===== src/rtl/tvc_pkg.sv =====
// Shared types and constants for the Triangles-vs-Circles game (sequencer, board datapath, VGA overlay).
package tvc_pkg;

  localparam int BOARD_SIZE = 10;
  localparam int MAX_MOVES  = 25;
  localparam int COORD_W    = 4;

  typedef enum logic [1:0] {
    EMPTY    = 2'b00,
    TRIANGLE = 2'b01,
    CIRCLE   = 2'b10,
    OCCUPIED = 2'b11
  } piece_t;

  typedef enum logic [1:0] {
    OUT_NONE = 2'b00,
    OUT_TRI  = 2'b01,
    OUT_CIR  = 2'b10,
    OUT_DRAW = 2'b11
  } outcome_t;

  typedef enum logic [2:0] {
    ST_IDLE      = 3'd0,
    ST_ENTRY     = 3'd1,
    ST_REQUEST   = 3'd2,
    ST_GAME_OVER = 3'd3
  } seq_state_t;

  // current_player is 1 for triangles, 0 for circles.
  function automatic piece_t player_piece(input logic player);
    return player ? TRIANGLE : CIRCLE;
  endfunction

  function automatic outcome_t player_win(input logic player);
    return player ? OUT_TRI : OUT_CIR;
  endfunction

endpackage


===== src/rtl/button_edge.sv =====
// Rising-edge detector for a debounced, clk-synchronous button level.
module button_edge (
  input  logic clk,
  input  logic reset,
  input  logic button,
  output logic rise
);

  logic prev;

  // NOTE: prev resets to 1 so a button held through reset release is not seen as a press.
  always_ff @(posedge clk or negedge reset) begin
    if (!reset) prev <= 1'b1;
    else        prev <= button;
  end

  assign rise = button & ~prev;

endmodule


===== src/rtl/move_sequencer.sv =====
// Turn and move-entry controller: assembles coordinates from button presses and
// issues one placement request per turn to the board, tracking moves and game end.
module move_sequencer #(
  parameter int BOARD_SIZE = tvc_pkg::BOARD_SIZE,
  parameter int MAX_MOVES  = tvc_pkg::MAX_MOVES,
  parameter int COORD_W    = tvc_pkg::COORD_W
) (
  input  logic                 clk,
  input  logic                 reset,
  input  logic                 logic_0_button,
  input  logic                 logic_1_button,
  input  logic                 activity_button,
  input  logic                 place_done,
  input  logic                 place_ok,
  input  logic                 place_win,
  output logic                 clear_board,
  output logic                 place_req,
  output logic [COORD_W-1:0]   move_x,
  output logic [COORD_W-1:0]   move_y,
  output logic [1:0]           move_piece,
  output logic                 current_player,
  output logic [2*COORD_W-1:0] entry_buf,
  output logic [3:0]           entry_count,
  output logic                 invalid_move,
  output logic [4:0]           moves_tri,
  output logic [4:0]           moves_cir,
  output logic [1:0]           game_outcome,
  output logic [2:0]           seq_state
);

  import tvc_pkg::*;

  localparam logic [3:0] FULL_COUNT = 4'(2 * COORD_W);
  localparam logic [4:0] MOVE_LIMIT = 5'(MAX_MOVES);

  logic l0_edge, l1_edge, act_edge;

  button_edge u_l0_edge  (.clk(clk), .reset(reset), .button(logic_0_button),  .rise(l0_edge));
  button_edge u_l1_edge  (.clk(clk), .reset(reset), .button(logic_1_button),  .rise(l1_edge));
  button_edge u_act_edge (.clk(clk), .reset(reset), .button(activity_button), .rise(act_edge));

  seq_state_t state;
  piece_t     piece_q;
  outcome_t   outcome_q;

  logic [COORD_W-1:0] entry_x, entry_y;
  logic               coords_ok;
  logic               bit_edge;
  logic [4:0]         mover_next;
  logic               other_full;

  assign entry_x    = entry_buf[2*COORD_W-1:COORD_W];
  assign entry_y    = entry_buf[COORD_W-1:0];
  assign coords_ok  = (entry_count == FULL_COUNT) &&
                      (int'(entry_x) < BOARD_SIZE) && (int'(entry_y) < BOARD_SIZE);
  // Simultaneous 0 and 1 presses are ambiguous and dropped together.
  assign bit_edge   = l0_edge ^ l1_edge;
  assign mover_next = (current_player ? moves_tri : moves_cir) + 5'd1;
  // Triangles always move first, so the draw lands on the circles' final move.
  assign other_full = (current_player ? moves_cir : moves_tri) == MOVE_LIMIT;

  // NOTE: every register here uses non-blocking assignment so all updates take effect together at the edge.
  always_ff @(posedge clk or negedge reset) begin
    if (!reset) begin
      state          <= ST_IDLE;
      current_player <= 1'b1;
      clear_board    <= 1'b0;
      invalid_move   <= 1'b0;
      move_x         <= '0;
      move_y         <= '0;
      piece_q        <= EMPTY;
      entry_buf      <= '0;
      entry_count    <= '0;
      moves_tri      <= '0;
      moves_cir      <= '0;
      outcome_q      <= OUT_NONE;
    end else begin
      clear_board  <= 1'b0;
      invalid_move <= 1'b0;
      case (state)
        ST_IDLE: if (act_edge) begin
          clear_board    <= 1'b1;
          moves_tri      <= '0;
          moves_cir      <= '0;
          outcome_q      <= OUT_NONE;
          entry_buf      <= '0;
          entry_count    <= '0;
          current_player <= 1'b1;
          state          <= ST_ENTRY;
        end
        ST_ENTRY: begin
          if (act_edge) begin
            if (!coords_ok) begin
              invalid_move <= 1'b1;
              entry_buf    <= '0;
              entry_count  <= '0;
            end else begin
              move_x  <= entry_x;
              move_y  <= entry_y;
              piece_q <= player_piece(current_player);
              state   <= ST_REQUEST;
            end
          end else if (bit_edge && entry_count != FULL_COUNT) begin
            entry_buf   <= {entry_buf[2*COORD_W-2:0], l1_edge};
            entry_count <= entry_count + 4'd1;
          end
        end
        ST_REQUEST: if (place_done) begin
          if (!place_ok) begin
            invalid_move <= 1'b1;
            entry_buf    <= '0;
            entry_count  <= '0;
            state        <= ST_ENTRY;
          end else begin
            if (current_player) moves_tri <= mover_next;
            else                moves_cir <= mover_next;
            if (place_win) begin
              outcome_q <= player_win(current_player);
              state     <= ST_GAME_OVER;
            end else if (mover_next == MOVE_LIMIT && other_full) begin
              outcome_q <= OUT_DRAW;
              state     <= ST_GAME_OVER;
            end else begin
              current_player <= ~current_player;
              entry_buf      <= '0;
              entry_count    <= '0;
              state          <= ST_ENTRY;
            end
          end
        end
        ST_GAME_OVER: if (act_edge) state <= ST_IDLE;
        default: state <= ST_IDLE;
      endcase
    end
  end

  // Derived from state so an asynchronous reset withdraws the request immediately.
  assign place_req    = (state == ST_REQUEST);
  assign move_piece   = piece_q;
  assign game_outcome = outcome_q;
  assign seq_state    = state;

endmodule


===== config.mk =====
export PLATFORM = sky130hd
export DESIGN_NAME = move_sequencer
export DESIGN_NICKNAME = d
export VERILOG_FILES = /design/src/rtl/tvc_pkg.sv /design/src/rtl/button_edge.sv /design/src/rtl/move_sequencer.sv
export SDC_FILE = /design/constraint.sdc
export NUM_CORES = 1
export LEC_CHECK = 0
export ABC_AREA = 0
export CAP_MARGIN = 10
export CELL_PAD_IN_SITES_DETAIL_PLACEMENT = 0
export CELL_PAD_IN_SITES_GLOBAL_PLACEMENT = 1
export CORE_ASPECT_RATIO = 1.1
export CORE_UTILIZATION = 40
export DETAILED_ROUTE_END_ITERATION = 6
export PLACE_DENSITY = 0.93
export SYNTH_ARGS = -nofsm -noshare
export SYNTH_HDL_FRONTEND = slang
export SYNTH_SLANG_ARGS = --single-unit

===== constraint.sdc =====
create_clock -name clk -period 4.1 [get_ports clk]
set_input_delay 0.615 -clock clk [delete_from_list [all_inputs] [get_ports clk]]
set_output_delay 0.615 -clock clk [all_outputs]
set_load 0.02 [all_outputs]

# Yosys cells after proc, flatten, opt, wreduce, memory -nomap -nowiden

Cells that the tools add are included.

Add/subtract/negate cells: 2
Multipliers: 0
Div/mod/pow operators: 0
Magnitude comparators: 2
Eq/ne operators: 22
Shifts and indexed selects: 0
Muxes and demuxes: 58
Bitwise operators: 8
Reductions and logical operators: 14

Operators with widths:

| cell                                                 | number |
|---|---|
| two-way mux 8 bit                                    | 8 |
| two-way mux 5 bit                                    | 9 |
| two-way mux 4 bit                                    | 8 |
| case mux 8 bit (3 select lines)                      | 1 |
| case mux 5 bit (2 select lines)                      | 2 |
| AND reduction 5 bit                                  | 4 |
| two-way mux 2 bit                                    | 9 |
| inequality test 2 bit (second input constant)        | 9 |
| two-way mux 3 bit                                    | 5 |
| inequality test 3 bit (second input constant)        | 4 |
| case mux 3 bit (4 select lines)                      | 1 |
| case mux 4 bit (3 select lines)                      | 1 |
| two-way mux 1 bit                                    | 11 |
| equality test 5 bit (second input constant)          | 2 |
| < comparator 4 bit (second input constant)           | 2 |
| AND reduction 7 bit                                  | 1 |
| equality test 3 x 2 -> 1 bit (second input constant) | 2 |
| AND reduction 6 bit                                  | 1 |
| adder 5 x 1 -> 5 bit (second input constant)         | 1 |
| adder 4 x 1 -> 4 bit (second input constant)         | 1 |
| equality test 4 bit (second input constant)          | 1 |
| logical AND 1 bit                                    | 4 |
| inequality test 4 bit (second input constant)        | 1 |
| inverter 1 bit                                       | 4 |
| 11 further kinds                                     | 14 |

Register bits after elaboration: 43
Bits in latches: 0
Bits in writable memories: 0
Memory bits (read-only): 0
Input port bits: 8
Output and inout bits: 41
Word-level logic and storage cells: 121
Memories: 0

# Depth between registers and ports, before layout

Word-level depth: 9
Mapped depth: 13
Depth with buffers taken out: 9

# By module

Synthesis repeated with hierarchy kept, for this count alone.

Cell total of the unflattened synthesis: 214
Area total of the unflattened synthesis: 2328.5 um2

By module, submodules not included:

| module         | instances | cells an instance | area an instance (um2) | sequential area each (um2) |
|---|---|---|---|---|
| move_sequencer | 1         | 208               | 2208.4                 | 977.2 |
| button_edge    | 3         | 2                 | 40.0                   | 26.3 |

# Worst setup path before layout

Ideal clock, no wire load.

Path kind: reg-to-reg
Start point: register current_player
End point: register entry_buf[0]
Setup time: 0.125 ns
Arrival time: 2.599 ns
Data required time: 3.975 ns
Setup slack: 1.376 ns
Cell stages (with the launch flop): 12
Path buffers: 3
Clock period less this slack: 2.724 ns
Cell sequence: dfstp_2 -> buf_6 -> buf_2 -> mux2i_1 -> ha_1 -> nand4b_1 -> or3_1 -> a21oi_1 -> and4b_1 -> buf_6 -> nor2_4 -> mux2_4

Cells in the longest elaborated chain, start to end: 6
Elaborated cells between the ends (all ways): 8
Those cells by class: 1 x add/sub; 3 x eq/ne; 2 x mux; 2 x reduce/logical

Ends and longest elaborated chain:

| what                                       | RTL line              | source |
|---|---|---|
| start: declaration                         | move_sequencer.sv:21  | `output logic current_player,` |
| start signal: assignment                   | move_sequencer.sv:124 | `current_player <= ~current_player;` |
| two-way mux 5 bit                          | move_sequencer.sv:58  | `assign mover_next = (current_player ? moves_tri : moves_cir) + 5'd1;` |
| adder 5 x 1 -> 5 bit                       | move_sequencer.sv:58  |  |
| equality test 5 bit                        | move_sequencer.sv:120 | `end else if (mover_next == MOVE_LIMIT && other_full) begin` |
| logical AND 1 bit (*)                      | move_sequencer.sv:120 |  |
| inequality test 3 bit (no source line) (*) | n/a                   |  |
| AND reduction 7 bit (no source line) (*)   | n/a                   |  |
| end signal: assignment                     | move_sequencer.sv:104 | `entry_buf <= {entry_buf[2*COORD_W-2:0], l1_edge};` |
| end: declaration                           | move_sequencer.sv:22  | `output logic [2*COORD_W-1:0] entry_buf,` |

Every way passes the cells marked *; elsewhere a longest branch is shown, timed or not.
A chain may end at the register's enable or synchronous reset.

# Worst setup path in the final report

Start point: register current_player
End point: register entry_count[0]

Cells in the longest elaborated chain, start to end: 6
Elaborated cells between the ends (all ways): 8
Those cells by class: 1 x add/sub; 3 x eq/ne; 2 x mux; 2 x reduce/logical

Ends and longest elaborated chain:

| what                                       | RTL line              | source |
|---|---|---|
| two-way mux 5 bit                          | move_sequencer.sv:58  |  |
| adder 5 x 1 -> 5 bit                       | move_sequencer.sv:58  |  |
| equality test 5 bit                        | move_sequencer.sv:120 |  |
| logical AND 1 bit (*)                      | move_sequencer.sv:120 |  |
| inequality test 3 bit (no source line) (*) | n/a                   |  |
| AND reduction 7 bit (no source line) (*)   | n/a                   |  |
| end signal: assignment                     | move_sequencer.sv:105 | `entry_count <= entry_count + 4'd1;` |
| end: declaration                           | move_sequencer.sv:23  | `output logic [3:0] entry_count,` |

Marks and branches as above.

==> impl_metrics.toml <==
[die]
num_rows = 28
die_w_um = 73.2
ios = 49
core_area_um2 = 5360
die_area_um2 = 5880
die_h_um = 80.3
start_util_pct = 41.6

[drt]
vias = 1766
ant_nets = 0
wl_per_cell_um = 14.4
dr.pass1.iters = 4
wirelength_um = 4950
drc_errors = 0
routed_via_density = 5.15
drt_iter0_drc = 164

[power]
power_w = 0.00151
power.leakage_nw = 1.30
ir_drop_uv = 320
p_per_area_nw_per_um2 = 532

[cells_and_area]
fin_nets = 283
drive_gt1_share_pct = 10.8
area_delta_synth_final_pct = 27.6
diodes = 0
fillers = 481
stdcell_count = 343
design_area_um2 = 2840

[clock_tree]
cts_tree = "built"
cts_resized = 0
htree_num_levels = 2
cts_buffer_depth = 2
cts.sinks = 42
cts_setup_buffers = 0
cts_hold_buf = 0
worstSkewPairLatency_ns = 0.30
clkTransAtPathRegs_ns = 0.08
cts_root_buf = "clkbuf_8"
cts_made_buffers = 5

[sta]
tightest_slew_ns = 0.922
skew_ns = 0.00749
min_period_ns = 3.06
rsz0062_at_grt = "no"
setup_viol = 0
slew_headroom_pct = 38.6
maxSlewViolCount = 0
max_freq_mhz = 327
hold_viol = 0
hold_ws_ns = 0.457
setup_tns_ns = 0
finalCritPeriodShare_pct = 74.6

[placement]
dp.cells = 335
postPlaceCellArea_um2 = 2730
port_buffers = 47
place.detailed.hpwl_um = 3530
gp_congestion = 0.894

[synthesis]
ys_ff_latch = 42
yosys.cell_count.top_type = "dfrtp_1"
post_synth_num_cell_types = 46
syn-num-nets = 237
synth_flop_cell = "dfrtp_1"
synthTopCellsByArea = "dfrtp_1 43%, nand2_1 6.1%, dfstp_2 4.7%"
synth_area_per_cell_um2 = 10.1
synth_top_cell_by_area = "dfrtp_1"
ys_warn_count = 0
syn_area_um2 = 2230
netlist_instances = 221
synthArstFlopShare_pct = 100
synth-edff-count = 0
yosysSeqAreaShare_pct = 47.4
synth_top_area_share_pct = 42.6
yosys-top-cells-count = "38 x dfrtp_1, 36 x nand2_1, 16 x o21ai_0"

[global_routing]
gr-total-overflow = 0
grt_max_degree = 43
track_usage_pct = 17.8
first_global_vias = 1575
grt_pass1_wl_um = 7870
antenna_found_initial = 0

[setup_path]
crit_fanout = 22
critPathLaunchType = "register"
worst-setup-path-type = "register to register"
critPathRequiredTime_ns = 4.28
cp_data_arrival_time_ns = 3.24
cp-end-kind = "register"

[hold_path]
worst_hold_path_type = "input pin to async pin"

[job]
cap_viol_max_count = 0

[outcome]
outcome = "finished, final reports clean"
[worst paths after layout]
check | slack, ns | cells past startpoint | to | from
max in group asynchronous | 3.08 | 1 | move_y[1]$_DFFE_PN0N_ | reset
setup / recovery | 1.04 | 8 | entry_count[0]$_DFFE_PN0P_ | current_player$_DFFE_PN1P_
hold reg to reg | 0.50 | 2 | move_piece[1]$_DFFE_PN0N_ | move_piece[1]$_DFFE_PN0N_
min in group clk | 0.50 | 2 | move_piece[1]$_DFFE_PN0N_ | move_piece[1]$_DFFE_PN0N_
setup reg to reg | 1.04 | 8 | entry_count[0]$_DFFE_PN0P_ | current_player$_DFFE_PN1P_
hold / removal | 0.46 | 1 | seq_state[1]$_DFFE_PN0P_ | reset
[per-stage QoR]
step                utilization [%]  setup slack, ns
global placement               51.0             1.22
finish                         53.1             1.04
CTS                            53.1             1.08
floorplan                         -             1.38
detailed placement             51.0             1.08
global route                   53.1            0.830
[layout make-up]
type,count,area [µm²],area share [%]
repair buffers,48,473,16.6
clock buffers,8,110,3.87
flip-flops and latches,42,1060,37.1
inverters,11,41.3,1.45
multi-input cells,159,1070,37.6
well taps,75,93.8,3.30
[critical path, stage by stage, from the launching register on]
cell,delay [ns]
dfstp_2,0.79
mux2i_1,0.29
ha_1,0.20
nand4b_1,0.10
or3_1,0.35
a21oi_1,0.19
and4b_1,0.58
nor2_4,0.12
mux2_4,0.32
[power breakdown]
part | switching (W) | internal [W] | total [W]
sequential | 0.0000735 | 0.000471 | 0.000545
combinational | 0.000374 | 0.000281 | 0.000655
clock | 0.000143 | 0.000170 | 0.000313
[logic make-up after synthesis]
family	after synthesis	share of synthesized area, %
AOI/OAI and AO/OA	51	15.3
and+or+nand+nor	76	16.9
buffers and inverters	20	4.66
DFF	42	47.4
xor gates and xnor gates	3	1.18
adders and majority gates	8	4.49
other	1	0.168
muxes	20	9.93
[layer usage]
metal / track usage (%) / vias up / share of wire [%]
met4: 6.86 / 0 / 1.1
met3: 2.63 / 5 / 2.6
met1: 24.0 / 860 / 48
met5: 0 / - / 0
met2: 28.4 / 35 / 48
li1: - / 866 / -
[registers in the layout (all words and copies together), names as in the netlist]
signal / cells
entry_buf: 8
u_l1_edge.prev: 1
current_player: 1
entry_count: 4
clear_board: 1
u_act_edge.prev: 1
move_piece: 2
move_y: 4
u_l0_edge.prev: 1
seq_state: 2
invalid_move: 1
move_x: 4
moves_cir: 5
moves_tri: 5
game_outcome: 2
[placed cells by master, fill, tap and decap left out, drive strengths merged, types with 2 or more instances in the layout]
cell type      instances
a211o                  3
a21oi                  8
a31oi                  2
and2                   3
and4b                  2
buf                    2
clkbuf                 8
clkdlybuf4s50         46
dfrtp                 38
dfstp                  4
ha                     8
inv                   11
mux2                  11
mux2i                  9
nand2                 36
nand2b                 3
nand3                  5
nand4b                 2
nor2                  13
nor2b                  5
nor3                   2
o21ai                 16
o22a                   2
o31a                   3
o31ai                  9
xnor2                  3
(Power assumes the default switching activity.)
